$ cat config.mk
export PLATFORM = sky130hd
export DESIGN_NAME = bsg_fsb_htif_node_ctrl_flat
export DESIGN_NICKNAME = d
export VERILOG_FILES = /design/src/rtl/bsg_fsb_htif_node_ctrl_pkg.sv /design/src/rtl/bsg_fsb_htif_node_ctrl_if.sv /design/src/rtl/bsg_fsb_htif_node_ctrl_cmd_fsm.sv /design/src/rtl/bsg_fsb_htif_node_ctrl.sv /design/src/flat_wrapper.sv
export SDC_FILE = /design/constraint.sdc
export NUM_CORES = 1
export LEC_CHECK = 0
export CORE_MARGIN = 4
export CORE_UTILIZATION = 36
export CTS_CLUSTER_DIAMETER = 50
export DETAILED_ROUTE_END_ITERATION = 10
export GPL_TIMING_DRIVEN = 1
export PLACE_DENSITY = 0.77
export SLEW_MARGIN = 20
export SYNTH_ARGS = -nofsm -noshare
export SYNTH_HDL_FRONTEND = slang
export SYNTH_SLANG_ARGS = --single-unit
$ cat constraint.sdc
create_clock -name clk_i -period 6.24 [get_ports clk_i]
set_input_delay 1.248 -clock clk_i [delete_from_list [all_inputs] [get_ports clk_i]]
set_output_delay 1.248 -clock clk_i [all_outputs]
set_load 0.01 [all_outputs]
$ cat src/rtl/bsg_fsb_htif_node_ctrl_pkg.sv
// Shared types for the FSB node front end: ring packet layout and switch opcodes.
// No logic, no latency.
// No flow control; types only.
package bsg_fsb_htif_node_ctrl_pkg;

  localparam int ring_width_lp = 80;

  // Ring packet, MSB first
  typedef struct packed {
    logic [3:0]  srcid;
    logic [3:0]  destid;
    logic        cmd;
    logic [6:0]  opcode;
    logic [63:0] data;
  } ring_packet_s;

  typedef enum logic [6:0] {
    OP_ENABLE  = 7'd1,
    OP_DISABLE = 7'd2,
    OP_RESET   = 7'd3
  } bsg_fsb_node_opcode_e;

  // Replace the source id of an outgoing packet with this node's id
  function automatic ring_packet_s stamp_src(input ring_packet_s pkt, input logic [3:0] id);
    ring_packet_s p;
    p       = pkt;
    p.srcid = id;
    return p;
  endfunction

endpackage

$ cat src/rtl/bsg_fsb_htif_node_ctrl_if.sv
// Bundle of ring-side and connector-side handshakes plus node status for the node front end.
// No logic, no latency.
// Ring in: ready/valid; ring out: valid/yumi; connector out: ready/valid; connector in: valid/yumi.
interface bsg_fsb_htif_node_ctrl_if
  import bsg_fsb_htif_node_ctrl_pkg::*;
#(
  parameter int ring_width_p     = ring_width_lp,
  parameter int drop_cnt_width_p = 8
);
  logic                        v_i;
  logic [ring_width_p-1:0]     data_i;
  logic                        ready_o;
  logic                        v_o;
  logic [ring_width_p-1:0]     data_o;
  logic                        yumi_i;
  logic                        node_v_o;
  logic [ring_width_p-1:0]     node_data_o;
  logic                        node_ready_i;
  logic                        node_v_i;
  logic [ring_width_p-1:0]     node_data_i;
  logic                        node_yumi_o;
  logic                        node_en_r_o;
  logic                        node_reset_r_o;
  logic [drop_cnt_width_p-1:0] drop_cnt_r_o;

  // Node controller side
  modport slave (
    input  v_i, data_i, yumi_i, node_ready_i, node_v_i, node_data_i,
    output ready_o, v_o, data_o, node_v_o, node_data_o, node_yumi_o,
           node_en_r_o, node_reset_r_o, drop_cnt_r_o
  );

  // Ring / connector environment side
  modport master (
    output v_i, data_i, yumi_i, node_ready_i, node_v_i, node_data_i,
    input  ready_o, v_o, data_o, node_v_o, node_data_o, node_yumi_o,
           node_en_r_o, node_reset_r_o, drop_cnt_r_o
  );
endinterface

$ cat src/rtl/bsg_fsb_htif_node_ctrl_cmd_fsm.sv
// Switch-command FSM: DIS/EN/RST state, node-reset pulse counter, en/reset status outputs.
// Command takes effect at the next clock edge; RST lasts exactly reset_cycles_p cycles.
// No handshake; the caller only presents cmd_v when not in RST.
module bsg_fsb_htif_node_ctrl_cmd_fsm
  import bsg_fsb_htif_node_ctrl_pkg::*;
#(
  parameter int reset_cycles_p = 8
)(
  input  logic       clk_i,
  input  logic       reset_i,
  input  logic       cmd_v,
  input  logic [6:0] opcode,
  output logic       en_r,
  output logic       reset_r
);
  localparam int cnt_width_lp = (reset_cycles_p > 1) ? $clog2(reset_cycles_p) : 1;

  typedef enum logic [1:0] {DIS, EN, RST} state_e;

  state_e                  state_r, state_n;
  logic [cnt_width_lp-1:0] cnt_r, cnt_n;

  // State and reset-counter registers
  always_ff @(posedge clk_i or posedge reset_i) begin
    if (reset_i) begin
      state_r <= DIS;
      cnt_r   <= '0;
    end else begin
      state_r <= state_n;
      cnt_r   <= cnt_n;
    end
  end

  // Next state: commands move between DIS/EN or into RST; RST counts down back to DIS
  always_comb begin
    state_n = state_r;
    cnt_n   = cnt_r;
    case (state_r)
      DIS: begin
        if (cmd_v && opcode == OP_ENABLE) state_n = EN;
        if (cmd_v && opcode == OP_RESET) begin
          state_n = RST;
          cnt_n   = cnt_width_lp'(reset_cycles_p - 1);
        end
      end
      EN: begin
        if (cmd_v && opcode == OP_DISABLE) state_n = DIS;
        if (cmd_v && opcode == OP_RESET) begin
          state_n = RST;
          cnt_n   = cnt_width_lp'(reset_cycles_p - 1);
        end
      end
      RST: begin
        if (cnt_r == '0) state_n = DIS;
        else             cnt_n   = cnt_r - 1'b1;
      end
      default: state_n = DIS;
    endcase
  end

  assign en_r    = (state_r == EN);
  assign reset_r = (state_r == RST);

endmodule

$ cat src/rtl/bsg_fsb_htif_node_ctrl.sv
// FSB node front end: filters ring packets by destid, decodes switch commands, forwards data, stamps srcid.
// Ring->connector 1 cycle (one-entry input reg, full throughput); connector->ring 1 cycle (one-entry output reg).
// ready_o = buffer empty or draining this cycle; commands stall while in node reset; connector input taken only when enabled.
module bsg_fsb_htif_node_ctrl
  import bsg_fsb_htif_node_ctrl_pkg::*;
#(
  parameter int         ring_width_p     = ring_width_lp,
  parameter logic [3:0] id_p             = 4'h0,
  parameter int         reset_cycles_p   = 8,
  parameter int         drop_cnt_width_p = 8
)(
  input logic                   clk_i,
  input logic                   reset_i,
  bsg_fsb_htif_node_ctrl_if.slave bus
);
  ring_packet_s                in_r, out_r;
  logic                        in_v_r, out_v_r;
  logic [drop_cnt_width_p-1:0] drop_cnt_r;
  logic                        in_deq, drop, cmd_take, node_v;
  logic                        node_en, node_rst, node_yumi;

  bsg_fsb_htif_node_ctrl_cmd_fsm #(.reset_cycles_p(reset_cycles_p)) fsm (
    .clk_i   (clk_i),
    .reset_i (reset_i),
    .cmd_v   (cmd_take),
    .opcode  (in_r.opcode),
    .en_r    (node_en),
    .reset_r (node_rst)
  );

  // Classify the held packet: drop, command, or forward to the connector
  always_comb begin
    in_deq   = 1'b0;
    drop     = 1'b0;
    cmd_take = 1'b0;
    node_v   = 1'b0;
    if (in_v_r) begin
      if (in_r.destid != id_p) begin
        in_deq = 1'b1;
        drop   = 1'b1;
      end else if (in_r.cmd) begin
        // commands wait out the node reset so they are never lost
        in_deq   = ~node_rst;
        cmd_take = ~node_rst;
      end else if (node_en) begin
        node_v = 1'b1;
        in_deq = bus.node_ready_i;
      end else begin
        in_deq = 1'b1;
        drop   = 1'b1;
      end
    end
  end

  assign node_yumi = bus.node_v_i & node_en & (~out_v_r | bus.yumi_i);

  // Ring input register; enqueue and dequeue may coincide
  always_ff @(posedge clk_i or posedge reset_i) begin
    if (reset_i) begin
      in_v_r <= 1'b0;
      in_r   <= '0;
    end else if (bus.v_i && bus.ready_o) begin
      in_v_r <= 1'b1;
      in_r   <= bus.data_i;
    end else if (in_deq) begin
      in_v_r <= 1'b0;
    end
  end

  // Ring output register, loaded with the connector packet restamped with our id
  always_ff @(posedge clk_i or posedge reset_i) begin
    if (reset_i) begin
      out_v_r <= 1'b0;
      out_r   <= '0;
    end else if (node_yumi) begin
      out_v_r <= 1'b1;
      out_r   <= stamp_src(bus.node_data_i, id_p);
    end else if (bus.yumi_i) begin
      out_v_r <= 1'b0;
    end
  end

  // Saturating dropped-packet counter
  always_ff @(posedge clk_i or posedge reset_i) begin
    if (reset_i)                    drop_cnt_r <= '0;
    else if (drop && ~&drop_cnt_r)  drop_cnt_r <= drop_cnt_r + 1'b1;
  end

  assign bus.ready_o        = ~in_v_r | in_deq;
  assign bus.v_o            = out_v_r;
  assign bus.data_o         = ring_width_p'(out_r);
  assign bus.node_v_o       = node_v;
  assign bus.node_data_o    = ring_width_p'(in_r);
  assign bus.node_yumi_o    = node_yumi;
  assign bus.node_en_r_o    = node_en;
  assign bus.node_reset_r_o = node_rst;
  assign bus.drop_cnt_r_o   = drop_cnt_r;

endmodule
$ cat src/flat_wrapper.sv
// flat-port wrapper written by rule: the top's interface ports become plain ports
module bsg_fsb_htif_node_ctrl_flat import bsg_fsb_htif_node_ctrl_pkg::*;
#(
  parameter int         ring_width_p     = ring_width_lp,
  parameter logic [3:0] id_p             = 4'h0,
  parameter int         reset_cycles_p   = 8,
  parameter int         drop_cnt_width_p = 8
)
  (clk_i, reset_i, bus_v_i, bus_data_i, bus_yumi_i, bus_node_ready_i, bus_node_v_i, bus_node_data_i, bus_ready_o, bus_v_o, bus_data_o, bus_node_v_o, bus_node_data_o, bus_node_yumi_o, bus_node_en_r_o, bus_node_reset_r_o, bus_drop_cnt_r_o);
  bsg_fsb_htif_node_ctrl_if #(.ring_width_p(ring_width_p), .drop_cnt_width_p(drop_cnt_width_p)) bus_i ();
  input logic clk_i;
  input logic reset_i;
  input wire logic [$bits(bus_i.v_i)-1:0] bus_v_i;
  input wire logic [$bits(bus_i.data_i)-1:0] bus_data_i;
  input wire logic [$bits(bus_i.yumi_i)-1:0] bus_yumi_i;
  input wire logic [$bits(bus_i.node_ready_i)-1:0] bus_node_ready_i;
  input wire logic [$bits(bus_i.node_v_i)-1:0] bus_node_v_i;
  input wire logic [$bits(bus_i.node_data_i)-1:0] bus_node_data_i;
  output wire logic [$bits(bus_i.ready_o)-1:0] bus_ready_o;
  output wire logic [$bits(bus_i.v_o)-1:0] bus_v_o;
  output wire logic [$bits(bus_i.data_o)-1:0] bus_data_o;
  output wire logic [$bits(bus_i.node_v_o)-1:0] bus_node_v_o;
  output wire logic [$bits(bus_i.node_data_o)-1:0] bus_node_data_o;
  output wire logic [$bits(bus_i.node_yumi_o)-1:0] bus_node_yumi_o;
  output wire logic [$bits(bus_i.node_en_r_o)-1:0] bus_node_en_r_o;
  output wire logic [$bits(bus_i.node_reset_r_o)-1:0] bus_node_reset_r_o;
  output wire logic [$bits(bus_i.drop_cnt_r_o)-1:0] bus_drop_cnt_r_o;
  assign bus_i.v_i = bus_v_i;
  assign bus_i.data_i = bus_data_i;
  assign bus_i.yumi_i = bus_yumi_i;
  assign bus_i.node_ready_i = bus_node_ready_i;
  assign bus_i.node_v_i = bus_node_v_i;
  assign bus_i.node_data_i = bus_node_data_i;
  assign bus_ready_o = bus_i.ready_o;
  assign bus_v_o = bus_i.v_o;
  assign bus_data_o = bus_i.data_o;
  assign bus_node_v_o = bus_i.node_v_o;
  assign bus_node_data_o = bus_i.node_data_o;
  assign bus_node_yumi_o = bus_i.node_yumi_o;
  assign bus_node_en_r_o = bus_i.node_en_r_o;
  assign bus_node_reset_r_o = bus_i.node_reset_r_o;
  assign bus_drop_cnt_r_o = bus_i.drop_cnt_r_o;
  bsg_fsb_htif_node_ctrl #(.ring_width_p(ring_width_p), .id_p(id_p), .reset_cycles_p(reset_cycles_p), .drop_cnt_width_p(drop_cnt_width_p)) u_core (.clk_i(clk_i), .reset_i(reset_i), .bus(bus_i));
endmodule
== After elaboration in Yosys (flattened, before gate mapping) ==
Index checks and enable logic that the tools add are counted.
Word-level totals
  bits in registers: 171
  input bits: 166
  output and inout bits: 174
  word-level logic and storage cells: 77
Operators by class
  add/sub/neg operators: 2
  equality and inequality tests: 10
  mux-type cells: 28
  bitwise logic cells: 7
  reductions and logical operators: 16
Operators with widths (count)
  2-to-1 mux 1 bit: 19
  equality test 7 x 2 -> 1 bit, second input constant: 2
  2-to-1 mux 2 bit: 5
  adder 8 x 1 -> 8 bit, second input constant: 1
  AND reduction 8 bit: 1
  equality test 7 x 1 -> 1 bit, second input constant: 1
  2-to-1 mux 3 bit: 2
  != test 3 bit, second input constant: 2
  case mux 2 bit (3 select lines): 1
  case mux 3 bit (2 select lines): 1
  AND reduction 3 bit: 2
  nonzero test 2 bit: 3
  logical AND 1 bit: 5
  != test 2 bit, second input constant: 2
  nonzero test 4 bit: 1
  zero test 3 bit: 1
  inverter 1 bit: 3
  subtractor 3 x 1 -> 3 bit, second input constant: 1
  bitwise AND 1 bit: 2
  equality test 2 x 1 -> 1 bit, second input constant: 1
  equality test 2 bit, second input constant: 1
  zero test 2 bit: 1
  != test 2 x 1 -> 1 bit, second input constant: 1
  OR 1 bit: 2
  other kinds (2): 2

== Longest topological paths before layout ==
  depth in word-level cells: 9
  gate-level depth with buffers: 6
  depth with buffers taken out: 6

== Modules after synthesis ==
A second synthesis with hierarchy kept.
Second synthesis, totals
  cell total of the unflattened synthesis: 423
  area total of the unflattened synthesis: 6717.7 um2
By module, submodules not included
  bsg_fsb_htif_node_ctrl: instances 1, cells an instance 388, area each 6389.9 um2, seq. area each 4154.0 um2
  bsg_fsb_htif_node_ctrl_cmd_fsm: instances 1, cells an instance 35, area each 327.8 um2, seq. area each 125.1 um2

== Worst setup path before layout ==
OpenSTA, ideal clock, no wires.
  kind: in2out
  from: in bus_yumi_i
  to: out bus_node_yumi_o
  arrival time: 2.230 ns
  required time: 4.992 ns
  slack: 2.762 ns
  cell stages on the path: 5
  path buffers: 3
  cell sequence: nand2b_1 > and3_1 > clkbuf_1 > buf_1 > buf_2
On the way
  word-level cells in the longest chain between the ends: 2
Ends and longest elaborated chain
  from (decl): RTL line flat_wrapper.sv:15  | input wire logic [$bits(bus_i.yumi_i)-1:0] bus_yumi_i;
  OR 1 bit: RTL line bsg_fsb_htif_node_ctrl.sv:55  | assign node_yumi = bus.node_v_i & node_en & (~out_v_r | bus.yumi_i);
  bitwise AND 1 bit: RTL line bsg_fsb_htif_node_ctrl.sv:55
  to (decl): RTL line flat_wrapper.sv:24  | output wire logic [$bits(bus_i.node_yumi_o)-1:0] bus_node_yumi_o;
No other way between the ends.

== Final worst setup path ==
  from: in bus_node_ready_i
  to: out bus_ready_o
On the way
  word-level cells in the longest chain between the ends: 5
Ends and longest elaborated chain
  from (decl): RTL line flat_wrapper.sv:16  | input wire logic [$bits(bus_i.node_ready_i)-1:0] bus_node_ready_i;
  2-to-1 mux 1 bit: RTL line bsg_fsb_htif_node_ctrl.sv:45  | end else if (node_en) begin
  2-to-1 mux 1 bit: RTL line bsg_fsb_htif_node_ctrl.sv:41  | end else if (in_r.cmd) begin
  2-to-1 mux 1 bit: RTL line bsg_fsb_htif_node_ctrl.sv:38  | if (in_r.destid != id_p) begin
  2-to-1 mux 1 bit: RTL line bsg_fsb_htif_node_ctrl.sv:37  | if (in_v_r) begin
  OR 1 bit: RTL line bsg_fsb_htif_node_ctrl.sv:89  | assign bus.ready_o = ~in_v_r | in_deq;
  to (decl): RTL line flat_wrapper.sv:19  | output wire logic [$bits(bus_i.ready_o)-1:0] bus_ready_o;
No other way between the ends.

==> results by stage <==
Outcome:
- The flow ran to the end, and the final reports show no timing, DRC or antenna violations.

Power and ir drop:
- The cell leakage power is 4.62 nW.
- The design draws 0.00352 W.
- The relative contribution of combinational cells to total power is 0.278.
- The power per unit of standard cell area is 328 nW/um^2.
- The net load switching power is 0.000923 W.
- The cell-internal power is 0.00260 W.
- The clock group share of total power is 0.306.
- Of the total power, registers draw 0.416.
- The net switching share of the total power is 0.262.
- IR analysis of the VDD net gives a maximum drop of 0.203 mV.

Clocking:
- The master cell of the clock root buffer is clkbuf_16.
- Gates resized during post-CTS repair numbered 0.
- Counting along the longest clock path gives a buffer depth of 2.
- The clock insertion delay at the later pin of the skew report is 0.41 ns.
- Counting every sink on the clock net gives 171.
- The setup fix buffers added after clock tree synthesis is 0.
- Clock tree synthesis inserted a total of 17 buffers.
- TritonCTS built the clock tree.
- The H-tree was split into 4 levels.
- The clock slew seen by the registers of the worst setup and hold paths is 0.07 ns.
- The count of hold buffers inserted by post-cts repair is 0.

Floorplan:
- The width of the die is 143 um.
- The area inside the core boundary is 18000 sq um.
- For this configuration, the core starts out at a cell density of 0.367.
- The overall die height is 143 um.
- For this design the top-level I/O count stands at 340.
- The area enclosed by the die boundary is 20500 sq um.
- In this run the core area contains 49 standard-cell rows.

Detailed routing:
- The first detailed-routing pass ran for 4 iterations.
- The overall routed net length is 18200 um.
- The number of violations reported at the end of detailed-routing iteration 0 is 119.
- The number of nets with antenna violations after detailed routing is 0.
- The overall via count from detail_route is 4644.
- The residual DRC count is 0.
- The mean routed wirelength per cell is 18.1 um.
- The number of vias per cell is 4.63.

Place:
- Timing analysis after detailed placement gives a worst setup slack of 1.95 ns.
- The final RePlAce weighted congestion is 0.783.
- The number of port buffers is 331.
- The placed wire-length estimate is 14000 um.

Critical path:
- The number of cells on the worst reg-to-reg path is 5.
- The longest individual stage delay on the worst path is 0.56 ns.
- The slowest stage of the critical path is the clkdlybuf4s50_1 cell.
- STA classifies the critical path startpoint as a primary input.
- Data arrives at the worst endpoint at 3.03 ns.
- Walking the worst path, the cells encountered are clkdlybuf4s50_1 > nor2_1 > a22oi_1 > nor2_1 > inv_1 > clkdlybuf4s50_1.
- The worst setup path is of the primary input to output port kind.
- In this design, the largest share of critical-path delay is due to buffers and inverters.
- In this run the worst path has a maximum fanout of 6.
- The kind of capture point of the worst setup path is an output port.
- The critical path data required time is 4.99 ns.
- The critical path runs through a total of 6 cells.
- The sum of buffers and inverters on the critical path is 3.

Timing:
- Timing would allow up to 0.234 GHz.
- The summed negative setup slack over all endpoints is 0 ns.
- The worst pin sits at a relative slew slack of 0.376.
- The worst clock skew is 0.0102 ns.
- The max-slew violation total from the final report is 0.
- Setup repair after global routing left no endpoint under its margin.
- The shortest period the worst path allows is 4.28 ns.
- Hold is met by 0.504 ns.
- Dividing the final minimum period by the clock period gives 0.685.
- The final number of hold-violating endpoints is 0.
- The number of endpoints failing setup at the final stage is 0.
- Setup slack closes at 1.96 ns.
- For the pin with the worst max-slew slack, the measured transition is 0.936 ns.

Final layout:
- At the end of the flow, the number of nets in the layout was 929.
- The layout has 1385 filler cells.
- From synthesis to final layout, the design area changed by 63.1%.
- The layout cell share with drive strength beyond 1 is 0.252.
- The repair_antennas step left the layout with diodes totalling 0.

GRT:
- The overall overflow remaining after global route is 0.
- For this run, the total global-route usage over all layers was measured as 0.174.
- Entering global routing, the biggest net connects 118 pins.
- The first-pass GRT wire length is 27800 um.
- The initial antenna violation count is 0.
- The number of global-route vias before repair was 5148.

Synth:
- The netlist uses 35 different library cells.
- Synthesis inferred 171 register bits.
- The area share of the largest cell type after synthesis is 0.650.
- For this run, the leading register cell type out of synthesis is dfrtp_1.
- The netlist area before placement is 6580 sq um.
- In the synthesized netlist, the cells that appear most often are dfrtp_1, mux2_2, nand2_1.
- In the synthesized netlist, the number of instances is 425.
- The cell taking the most area after synthesis is dfrtp_1.
- The share of async-settable or async-resettable flops after synthesis is 1.00.
- In the post-synthesis netlist, the cell with the most instances is dfrtp_1.
- The count of flip-flops with a built-in enable after synthesis is 0.
- The average footprint of a synthesized cell is 15.5 sq um.
- Of the synthesized area, sequential elements account for 0.650.
- By area the synthesized netlist is led by dfrtp_1, mux2_2, nand2_1, inv_1, ha_1.
- The count of synthesis-stage warnings from yosys is 0.

Min path:
- In this run the worst hold path is classified as flop to flop.
- Counting instances, the worst hold path has a depth of 1.

Flow run:
- The number of max-cap violations is 0.
-- cells by family (layout without fill, tap and decap cells) --
| group | count (synthesis) | in the layout | share of synthesized area |
|---|---|---|---|
| XOR/XNOR | 5 | 5 | 0.00665 |
| multiplexers | 157 | 157 | 0.269 |
| flip-flops | 171 | 171 | 0.650 |
| adder cells (fa/ha/maj) | 3 | 3 | 0.00570 |
| AO/OA/AOI/OAI | 9 | 9 | 0.00855 |
| buffers and inverters | 34 | 379 | 0.0230 |
| AND/OR/NAND/NOR | 45 | 45 | 0.0367 |
| other | 1 | 4 | 0.000570 |
-- final timing paths --
kind	from	to	slack, ns
min reg2reg	u_core.bus.node_data_o[13]	u_core.bus.node_data_o[13]	0.50
max	bus_node_ready_i	bus_ready_o	1.96
min in group asynchronous	reset_i	u_core.bus.data_o[16]	1.38
max in group asynchronous	reset_i	u_core.bus.data_o[7]	3.67
min	u_core.bus.node_data_o[13]	u_core.bus.node_data_o[13]	0.50
max reg2reg	u_core.fsm.state_r[1]	u_core.bus.node_data_o[30]	3.55
-- state kept, by name, summed over array words and instances (netlist names) --
register                 count
u_core.bus.v_o               1
u_core.fsm.cnt_r             3
u_core.bus.drop_cnt_r_o      8
u_core.in_v_r                1
u_core.bus.data_o           76
u_core.fsm.state_r           2
u_core.bus.node_data_o      80
-- cells in the final DEF, fill, tap and decap left out, types with 2 or more instances in the layout --
master,count
nand2_1,14
clkbuf_16,17
inv_8,2
xnor2_1,2
o22ai_1,4
conb_1,4
clkinvlp_4,3
inv_6,3
nor3_1,4
ha_1,3
nor4_1,2
nand2b_1,3
bufinv_16,3
xor2_1,3
buf_4,4
clkdlybuf4s50_1,331
mux2_2,155
clkbuf_1,3
dfrtp_1,171
o21ai_0,2
nand3_1,5
inv_1,11
nor2_1,5
-- metrics by stage --
step	util	instance area, sq um	instances
3_5_place_dp	0.564	10100	970
6_report	0.598	10700	1002
5_1_grt	0.598	10700	1002
4_1_cts	0.598	10700	1002
2_1_floorplan	-	6600	428
3_3_place_gp	0.564	10100	970
-- metal layers --
metal | vias to the layer above | track usage | wire length [um]
met1 | 2247 | 0.188 | 6470
li1 | 2139 | - | -
met4 | 0 | 0.0580 | 281
met2 | 241 | 0.303 | 9160
met3 | 17 | 0.0824 | 2260
met5 | - | 0 | 0
-- area by class of cell --
| cell class | instances | area (sq um) | area share |
|---|---|---|---|
| clock buffers | 20 | 437 | 0.0407 |
| clock inverters | 12 | 164 | 0.0153 |
| inverters | 12 | 52.6 | 0.00489 |
| multi-input cells | 223 | 2180 | 0.203 |
| flip-flops and latches | 171 | 4280 | 0.398 |
| well taps | 229 | 287 | 0.0267 |
| repair buffers | 335 | 3340 | 0.311 |
-- power groups by stage --
stage	Sequential [W]	Combinational, W	Clock (W)
finish	0.00146	0.000980	0.00108
floorplan	0.00157	0.000261	0
detailed placement	0.00149	0.000996	0
CTS	0.00147	0.000999	0.00111
global route	0.00150	0.00105	0.00115
global placement	0.00147	0.000977	0
No activity file was read; power rests on OpenSTA's default activity.
